**src/rtl/multicycle_controller.sv**
```systemverilog
// Multi-cycle MIPS control FSM: sequences fetch/decode/execute/memory/writeback,
// drives datapath selects and strobes, and times out on a stalled memory handshake.
module multicycle_controller #(
  parameter int ALUOP_W     = 4,
  parameter bit MEM_WAIT_EN = 1'b1,
  parameter int WAIT_LIMIT  = 15
) (
  input  logic               clk,
  input  logic               rst,
  input  logic [5:0]         opcode,
  input  logic [5:0]         func,
  input  logic               zero,
  input  logic               mem_ready,
  output logic               pc_en,
  output logic               iord,
  output logic               readmem,
  output logic               writemem,
  output logic               ir_en,
  output logic               regdst,
  output logic               memtoreg,
  output logic               regwrite,
  output logic               alusrca,
  output logic [1:0]         alusrcb,
  output logic [ALUOP_W-1:0] aluop,
  output logic [1:0]         pcsrc,
  output logic [3:0]         state,
  output logic               retire,
  output logic               illegal,
  output logic               bus_error
);

  typedef enum logic [3:0] {
    S_FETCH  = 4'd0,
    S_DECODE = 4'd1,
    S_MEMADR = 4'd2,
    S_MEMRD  = 4'd3,
    S_MEMWB  = 4'd4,
    S_MEMWR  = 4'd5,
    S_EXEC   = 4'd6,
    S_RWB    = 4'd7,
    S_BRANCH = 4'd8,
    S_JUMP   = 4'd9,
    S_IEXEC  = 4'd10,
    S_IWB    = 4'd11,
    S_JUMPR  = 4'd12,
    S_ERR    = 4'd15
  } state_e;

  state_e     state_q, state_d;
  logic [7:0] wait_q, wait_d;
  logic [3:0] alu_c;
  logic       ready_eff;
  logic       timeout;
  logic       mem_state;

  function automatic logic r_func_ok(input logic [5:0] f);
    return f inside {6'd0, 6'd2, 6'd3, 6'd32, 6'd33, 6'd34, 6'd35, 6'd36, 6'd37, 6'd39, 6'd42};
  endfunction

  function automatic logic [3:0] r_aluop(input logic [5:0] f);
    case (f)
      6'd32, 6'd33: return 4'h8;
      6'd34, 6'd35: return 4'hA;
      6'd36:        return 4'hC;
      6'd37:        return 4'hD;
      6'd39:        return 4'hF;
      6'd42:        return 4'h5;
      6'd2:         return 4'h2;
      6'd3:         return 4'h3;
      default:      return 4'h0;
    endcase
  endfunction

  function automatic logic [3:0] i_aluop(input logic [5:0] op);
    case (op)
      6'h0A:   return 4'h5;
      6'h0C:   return 4'hC;
      6'h0D:   return 4'hD;
      default: return 4'h8;
    endcase
  endfunction

  // With waiting disabled every memory access completes in its first cycle.
  assign ready_eff = MEM_WAIT_EN ? mem_ready : 1'b1;
  assign timeout   = MEM_WAIT_EN && !mem_ready && (wait_q == 8'(WAIT_LIMIT));
  assign mem_state = (state_q == S_FETCH) || (state_q == S_MEMRD) || (state_q == S_MEMWR);

  always_ff @(posedge clk or posedge rst) begin
    if (rst) begin
      state_q <= S_FETCH;
      wait_q  <= '0;
    end else begin
      // NOTE: non-blocking so every register samples the pre-edge values of its peers.
      state_q <= state_d;
      wait_q  <= wait_d;
    end
  end

  always_comb begin
    // NOTE: every output gets a default before the case, so no path can infer a latch.
    state_d   = S_FETCH;
    pc_en     = 1'b0;
    iord      = 1'b0;
    readmem   = 1'b0;
    writemem  = 1'b0;
    ir_en     = 1'b0;
    regdst    = 1'b0;
    memtoreg  = 1'b0;
    regwrite  = 1'b0;
    alusrca   = 1'b0;
    alusrcb   = 2'd0;
    alu_c     = 4'h0;
    pcsrc     = 2'd0;
    retire    = 1'b0;
    illegal   = 1'b0;
    bus_error = 1'b0;

    case (state_q)
      S_FETCH: begin
        readmem = 1'b1;
        alusrcb = 2'd1;
        alu_c   = 4'h8;
        if (ready_eff) begin
          ir_en   = 1'b1;
          pc_en   = 1'b1;
          state_d = S_DECODE;
        end else if (timeout) begin
          state_d = S_ERR;
        end else begin
          state_d = S_FETCH;
        end
      end
      S_DECODE: begin
        alusrcb = 2'd3;
        alu_c   = 4'h8;
        case (opcode)
          6'h00: begin
            if (func == 6'd8)        state_d = S_JUMPR;
            else if (r_func_ok(func)) state_d = S_EXEC;
            else                      illegal = 1'b1;
          end
          6'h23, 6'h2B:               state_d = S_MEMADR;
          6'h04:                      state_d = S_BRANCH;
          6'h02:                      state_d = S_JUMP;
          6'h08, 6'h0A, 6'h0C, 6'h0D: state_d = S_IEXEC;
          default:                    illegal = 1'b1;
        endcase
      end
      S_EXEC: begin
        alusrca = 1'b1;
        alu_c   = r_aluop(func);
        state_d = S_RWB;
      end
      S_RWB: begin
        regdst   = 1'b1;
        regwrite = 1'b1;
        retire   = 1'b1;
      end
      S_IEXEC: begin
        alusrca = 1'b1;
        alusrcb = 2'd2;
        alu_c   = i_aluop(opcode);
        state_d = S_IWB;
      end
      S_IWB: begin
        regwrite = 1'b1;
        retire   = 1'b1;
      end
      S_MEMADR: begin
        alusrca = 1'b1;
        alusrcb = 2'd2;
        alu_c   = 4'h8;
        state_d = (opcode == 6'h2B) ? S_MEMWR : S_MEMRD;
      end
      S_MEMRD: begin
        iord    = 1'b1;
        readmem = 1'b1;
        if (ready_eff)    state_d = S_MEMWB;
        else if (timeout) state_d = S_ERR;
        else              state_d = S_MEMRD;
      end
      S_MEMWB: begin
        memtoreg = 1'b1;
        regwrite = 1'b1;
        retire   = 1'b1;
      end
      S_MEMWR: begin
        iord     = 1'b1;
        writemem = 1'b1;
        if (ready_eff) begin
          retire  = 1'b1;
          state_d = S_FETCH;
        end else if (timeout) begin
          state_d = S_ERR;
        end else begin
          state_d = S_MEMWR;
        end
      end
      S_BRANCH: begin
        alusrca = 1'b1;
        alu_c   = 4'hA;
        pcsrc   = 2'd1;
        pc_en   = zero;
        retire  = 1'b1;
      end
      S_JUMP: begin
        pcsrc  = 2'd2;
        pc_en  = 1'b1;
        retire = 1'b1;
      end
      S_JUMPR: begin
        pcsrc  = 2'd3;
        pc_en  = 1'b1;
        retire = 1'b1;
      end
      S_ERR: begin
        bus_error = 1'b1;
        state_d   = S_ERR;
      end
      default: state_d = S_FETCH;
    endcase

    // Every memory state exits on ready or timeout, so "still here" means a wait cycle.
    wait_d = (mem_state && (state_d == state_q)) ? wait_q + 8'd1 : 8'd0;

    aluop = ALUOP_W'(alu_c);
    state = state_q;

    // Reset overrides combinationally so no strobe survives into the reset cycle.
    if (rst) begin
      {pc_en, iord, readmem, writemem, ir_en, regdst, memtoreg, regwrite, alusrca,
       alusrcb, pcsrc, retire, illegal, bus_error} = '0;
      aluop = '0;
      state = '0;
    end
  end

endmodule
```
**config.mk**
```make
export PLATFORM = sky130hd
export DESIGN_NAME = multicycle_controller
export DESIGN_NICKNAME = d
export VERILOG_FILES = /design/src/rtl/multicycle_controller.sv
export SDC_FILE = /design/constraint.sdc
export NUM_CORES = 1
export LEC_CHECK = 0
export CAP_MARGIN = 30
export CORE_AREA = 2 2 64 66
export DETAILED_ROUTE_END_ITERATION = 16
export DIE_AREA = 0 0 66 68
export DONT_BUFFER_PORTS = 1
export PLACE_DENSITY = 0.53
export SLEW_MARGIN = 20
export SYNTH_ARGS = -nofsm -noshare
export SYNTH_HDL_FRONTEND = slang
export SYNTH_SLANG_ARGS = --single-unit
```
**constraint.sdc**
```tcl
create_clock -name clk -period 4.75 [get_ports clk]
set_clock_uncertainty 0.2 [all_clocks]
set_input_delay 0.2375 -clock clk [delete_from_list [all_inputs] [get_ports clk]]
set_output_delay 0.2375 -clock clk [all_outputs]
set_load 0.02 [all_outputs]
```
* Word level (Yosys, flattened, before mapping)
Index checks and enable logic that the tools add are counted.
** Storage, ports and cells
- Register bits after elaboration :: 12
- Bits of input ports :: 16
- Output and inout port bits :: 24
- Word-level logic and storage cells :: 108
** Operators by class
- Add/sub/neg operators :: 1
- Eq/ne operators :: 34
- Muxes and demuxes :: 49
- Reduce and logical (&&, ||, !) cells :: 22
** Operators by type and width (number)
- 4-bit case mux with 8 select lines :: 2
- 6-bit == test, second input constant :: 10
- 4-bit two-way mux :: 9
- 6-bit by 4-bit == test with 1-bit output, second input constant :: 5
- 1-bit two-way mux :: 25
- 4-bit == test, second input constant :: 6
- 4-bit case mux with 5 select lines :: 1
- 6-bit by 2-bit == test with 1-bit output, second input constant :: 3
- 4-bit by 3-bit == test with 1-bit output, second input constant :: 4
- 4-bit case mux with 4 select lines :: 1
- 2-bit OR reduction :: 7
- 6-bit logical NOT :: 2
- 2-bit case mux with 3 select lines :: 2
- 4-bit case mux with 3 select lines :: 1
- 11-bit nonzero test :: 1
- 8-bit by 1-bit adder with 8-bit output, second input constant :: 1
- 4-bit by 2-bit == test with 1-bit output, second input constant :: 2
- 8-bit by 4-bit == test with 1-bit output, second input constant :: 1
- 8-bit two-way mux :: 1
- 4-bit OR reduction :: 2
- 8-bit OR reduction :: 1
- 6-bit by 3-bit == test with 1-bit output, second input constant :: 1
- 3-bit two-way mux :: 2
- 3-bit OR reduction :: 2
- 10 further kinds :: 14

* Depth between registers and ports, before layout
- Word-level depth :: 9
- Depth in mapped cells :: 7

* Worst setup path before layout
No wires, ideal clock.
- Kind :: register to output
- Start :: register state_q[2]
- End :: output regdst
- Arrival :: 1718 ps
- Data required time :: 4313 ps
- Slack :: 2595 ps
- Cell stages (with the launch flop) :: 6
- Buffers on the path :: 2
- Cell sequence :: dfrtp_1 clkbuf_8 clkbuf_8 nor2b_1 nand2_1 nor3_1
** On the way
- Cells in the longest elaborated chain, start to end :: 3
** RTL lines
- start, declared :: line 49 : state_e state_q, state_d;
- start signal, assigned :: line 94 : state_q <= state_d;
- 4-bit by 3-bit == test with 1-bit output :: line 118 : case (state_q)
- 1-bit two-way mux :: line 118
- 1-bit two-way mux :: line 230 : if (rst) begin
- end, declared :: line 19 : output logic regdst,
No other way between the ends.

* Final worst setup path
- Start :: register state_q[0]
- End :: output illegal
** On the way
- Cells in the longest elaborated chain, start to end :: 3
** RTL lines
- 4-bit by 1-bit == test with 1-bit output :: line 118
- 1-bit two-way mux :: line 118
- 1-bit two-way mux :: line 230
- end, declared :: line 28 : output logic illegal,
No other way between the ends.

==> results.md <==
* Post-cts resize count at 0
* Via Count at 1437
* Yosys top cell area share at 20.2%
* Drt wl/cell at 15.9 microns
* Antenna Cells at 0
* Worst Hold Class: input pin to register
* CORE AREA at 3860 sq um
* CTS max path bufs at 2
* Area Overhead vs Synth at 0.925%
* Final setup violation count at 0
* Worst slew margin at 38.0%
* Prevailing post-synth register cell: dfrtp_1
* RSZ-0062 raised after global routing: no
* Grt ovf at 0
* Later-pin clock latency in the skew report at 0.24 ns
* Root buffer cell: clkbuf_8
* DRT Pass-1 Iters at 4
* Worst-Margin Slew at 0.921 ns
* Vias in the first global route at 1357
* Yosys warns at 0
* Synth Instances at 200
* Final wirelength at 3.83 mm
* Crit path launch type: register
* CP Max Fanout at 27
* Port bufs at 0
* Flop and latch count out of synthesis at 12
* Hold slack at 0.0800 ns
* Layout cells sized above 1 at 8.90%
* RePlAce Congestion at 0.936
* Final min period at 2.77 ns
* Largest net degree at the start of global routing at 28
* Fillers at 412
* Endpoint type of the worst setup path: output port
* CTS tree: yes
* Critical Path AT at 2.33 ns
* R2R Setup Slk at 2.38 ns
* Syn nets at 217
* Starting Density at 38.6%
* H-Tree Depth at 1
* Synth area leaders: dfrtp_1, nor2_1, clkbuf_8, a21oi_1, xnor2_1
* P per Cell Area at 404 nW/um^2
* First-pass GRT wire length at 6.56 mm
* Final Max Tran Viols at 0
* Die area at 4490 sq um
* Peak VDD IR at 138 uV
* Final worst-path cycle share at 58.3%
* Synth area leader: dfrtp_1
* Die Wd at 66 microns
* GRT Util Overall at 18.4%
* Synth unique cells at 61
* Row cnt at 23
* Nets at 209
* Mean Syn Cell Area at 7.44 sq um
* Num CTS Buffers at 3
* Max_cap viols at 0
* Vias per inst at 5.96
* Post-CTS Setup Inserts at 0
* Sequential area share after synthesis at 20.2%
* Worst Path Required at 4.31 ns
* Die Y at 68 microns
* Max Clk Rate at 361 MHz
* Post-synth EDFFs at 0
* # IOs at 40
* Number of nets still failing antenna checks after routing at 0
* Kind of critical path: register to output port
* Asr flop ratio synth at 100%
* Lkg Pwr at 0.577 nW
* Residual DRC at 0
* Initial antenna violation count at 0
* Clock-pin slew on the worst setup and hold paths at 0.05 ns
* Mapped cell area at 1490 sq um
* Status: completed
* Setup_tns at 0 ns
* 1st-iter DRT viols at 162
* Clock net sink count at 12
* Hpwl dp at 2.91 mm
* Final Hold Fails at 0
## cells in the final DEF, fill, tap and decap left out, types with 2 or more instances in the layout
| cell | instances |
|---|---|
| a21boi_0 | 3 |
| a21oi_1 | 13 |
| a31oi_1 | 2 |
| and2_1 | 2 |
| and3_1 | 5 |
| clkbuf_8 | 4 |
| dfrtp_1 | 12 |
| inv_1 | 5 |
| mux2i_1 | 2 |
| nand2_1 | 16 |
| nand2b_1 | 2 |
| nand3_1 | 6 |
| nand4_1 | 2 |
| nor2_1 | 30 |
| nor2b_1 | 9 |
| nor3_1 | 11 |
| nor3b_1 | 2 |
| nor4_1 | 3 |
| o211ai_1 | 3 |
| o21ai_0 | 8 |
| or2_2 | 3 |
| or3_1 | 2 |
| or3_2 | 2 |
| or3b_1 | 2 |
| xnor2_1 | 7 |
| xor2_1 | 4 |
## where the power goes
group          internal (mW)  switching, mW
Sequential             0.119         0.0680
Combinational          0.119          0.190
Clock                 0.0732         0.0370
Total                  0.311          0.295
## per-layer routing
metal / GRT usage (%) / routed length [microns] / up-vias
li1: - / - / 706
met1: 25.5 / 1790 / 675
met2: 29.8 / 1780 / 54
met3: 3.62 / 242 / 2
met4: 3.57 / 19 / 0
met5: 0 / 0 / -
## cells in the mapped netlist, types with 3 or more instances
cell	number
nor2_1	30
nand2_1	16
a21oi_1	13
dfrtp_1	12
nor3_1	11
nor2b_1	9
o21ai_0	8
xnor2_1	7
nand3_1	6
and3_1	5
clkbuf_8	5
inv_1	5
clkbuf_1	4
xor2_1	4
a21boi_0	3
nor4_1	3
o211ai_1	3
or2_2	3
## final timing paths
check                                start         end  depth (start not counted)
worst min register to register   wait_q[0]   wait_q[0]                          1
worst max-delay path            state_q[0]     illegal                          3
min in group asynchronous              rst  state_q[3]                          2
worst max register to register  state_q[0]   wait_q[3]                          5
max in group asynchronous              rst  state_q[2]                          2
worst min-delay path             mem_ready  state_q[0]                          2
## registers in the layout, indices dropped and copies added, names as in the netlist
name,cells
state_q,4
wait_q,8
## cells by family after synthesis
group	count (synthesis)	synth area share [%]
AO/OA/AOI/OAI	47	21.4
XOR/XNOR	11	6.48
adder cells (fa/ha/maj)	1	0.841
buffers and inverters	20	10.1
flip-flops	12	20.2
multiplexers	2	1.35
AND/OR/NAND/NOR	107	39.7
## critical path, cell delays in order, from the launching register on
cell	delay, ns
dfrtp_1	0.86
nor2b_1	0.46
o211ai_1	0.16
nor3b_1	0.61
## layout make-up
cell class	instances	area (sq um)	share of cell area, %
well taps	50	62.6	4.17
repair buffers	1	10.0	0.667
flip-flops and latches	12	300	20.0
clock buffers	4	55.1	3.67
inverters	6	36.3	2.42
multi-input cells	168	1040	69.1
## what timing repair did
action                                  in CTS  in global routing
endpoints found under the hold margin       12                  0
endpoints found under the setup margin       0                  0
hold buffers                                 1                  0
## per-stage QoR
stage	std cells	setup slack [ns]	power [mW]	utilization (%)	cell area, sq um
finish	241	1.98	0.606	38.9	1500
global route	241	1.87	0.653	38.9	1500
CTS	241	2.02	0.608	38.9	1500
detailed placement	236	2.29	0.494	37.2	1440
global placement	236	2.35	0.491	37.2	1440
floorplan	200	2.59	0.475	-	1490
Power figures use the tool's default switching activity.
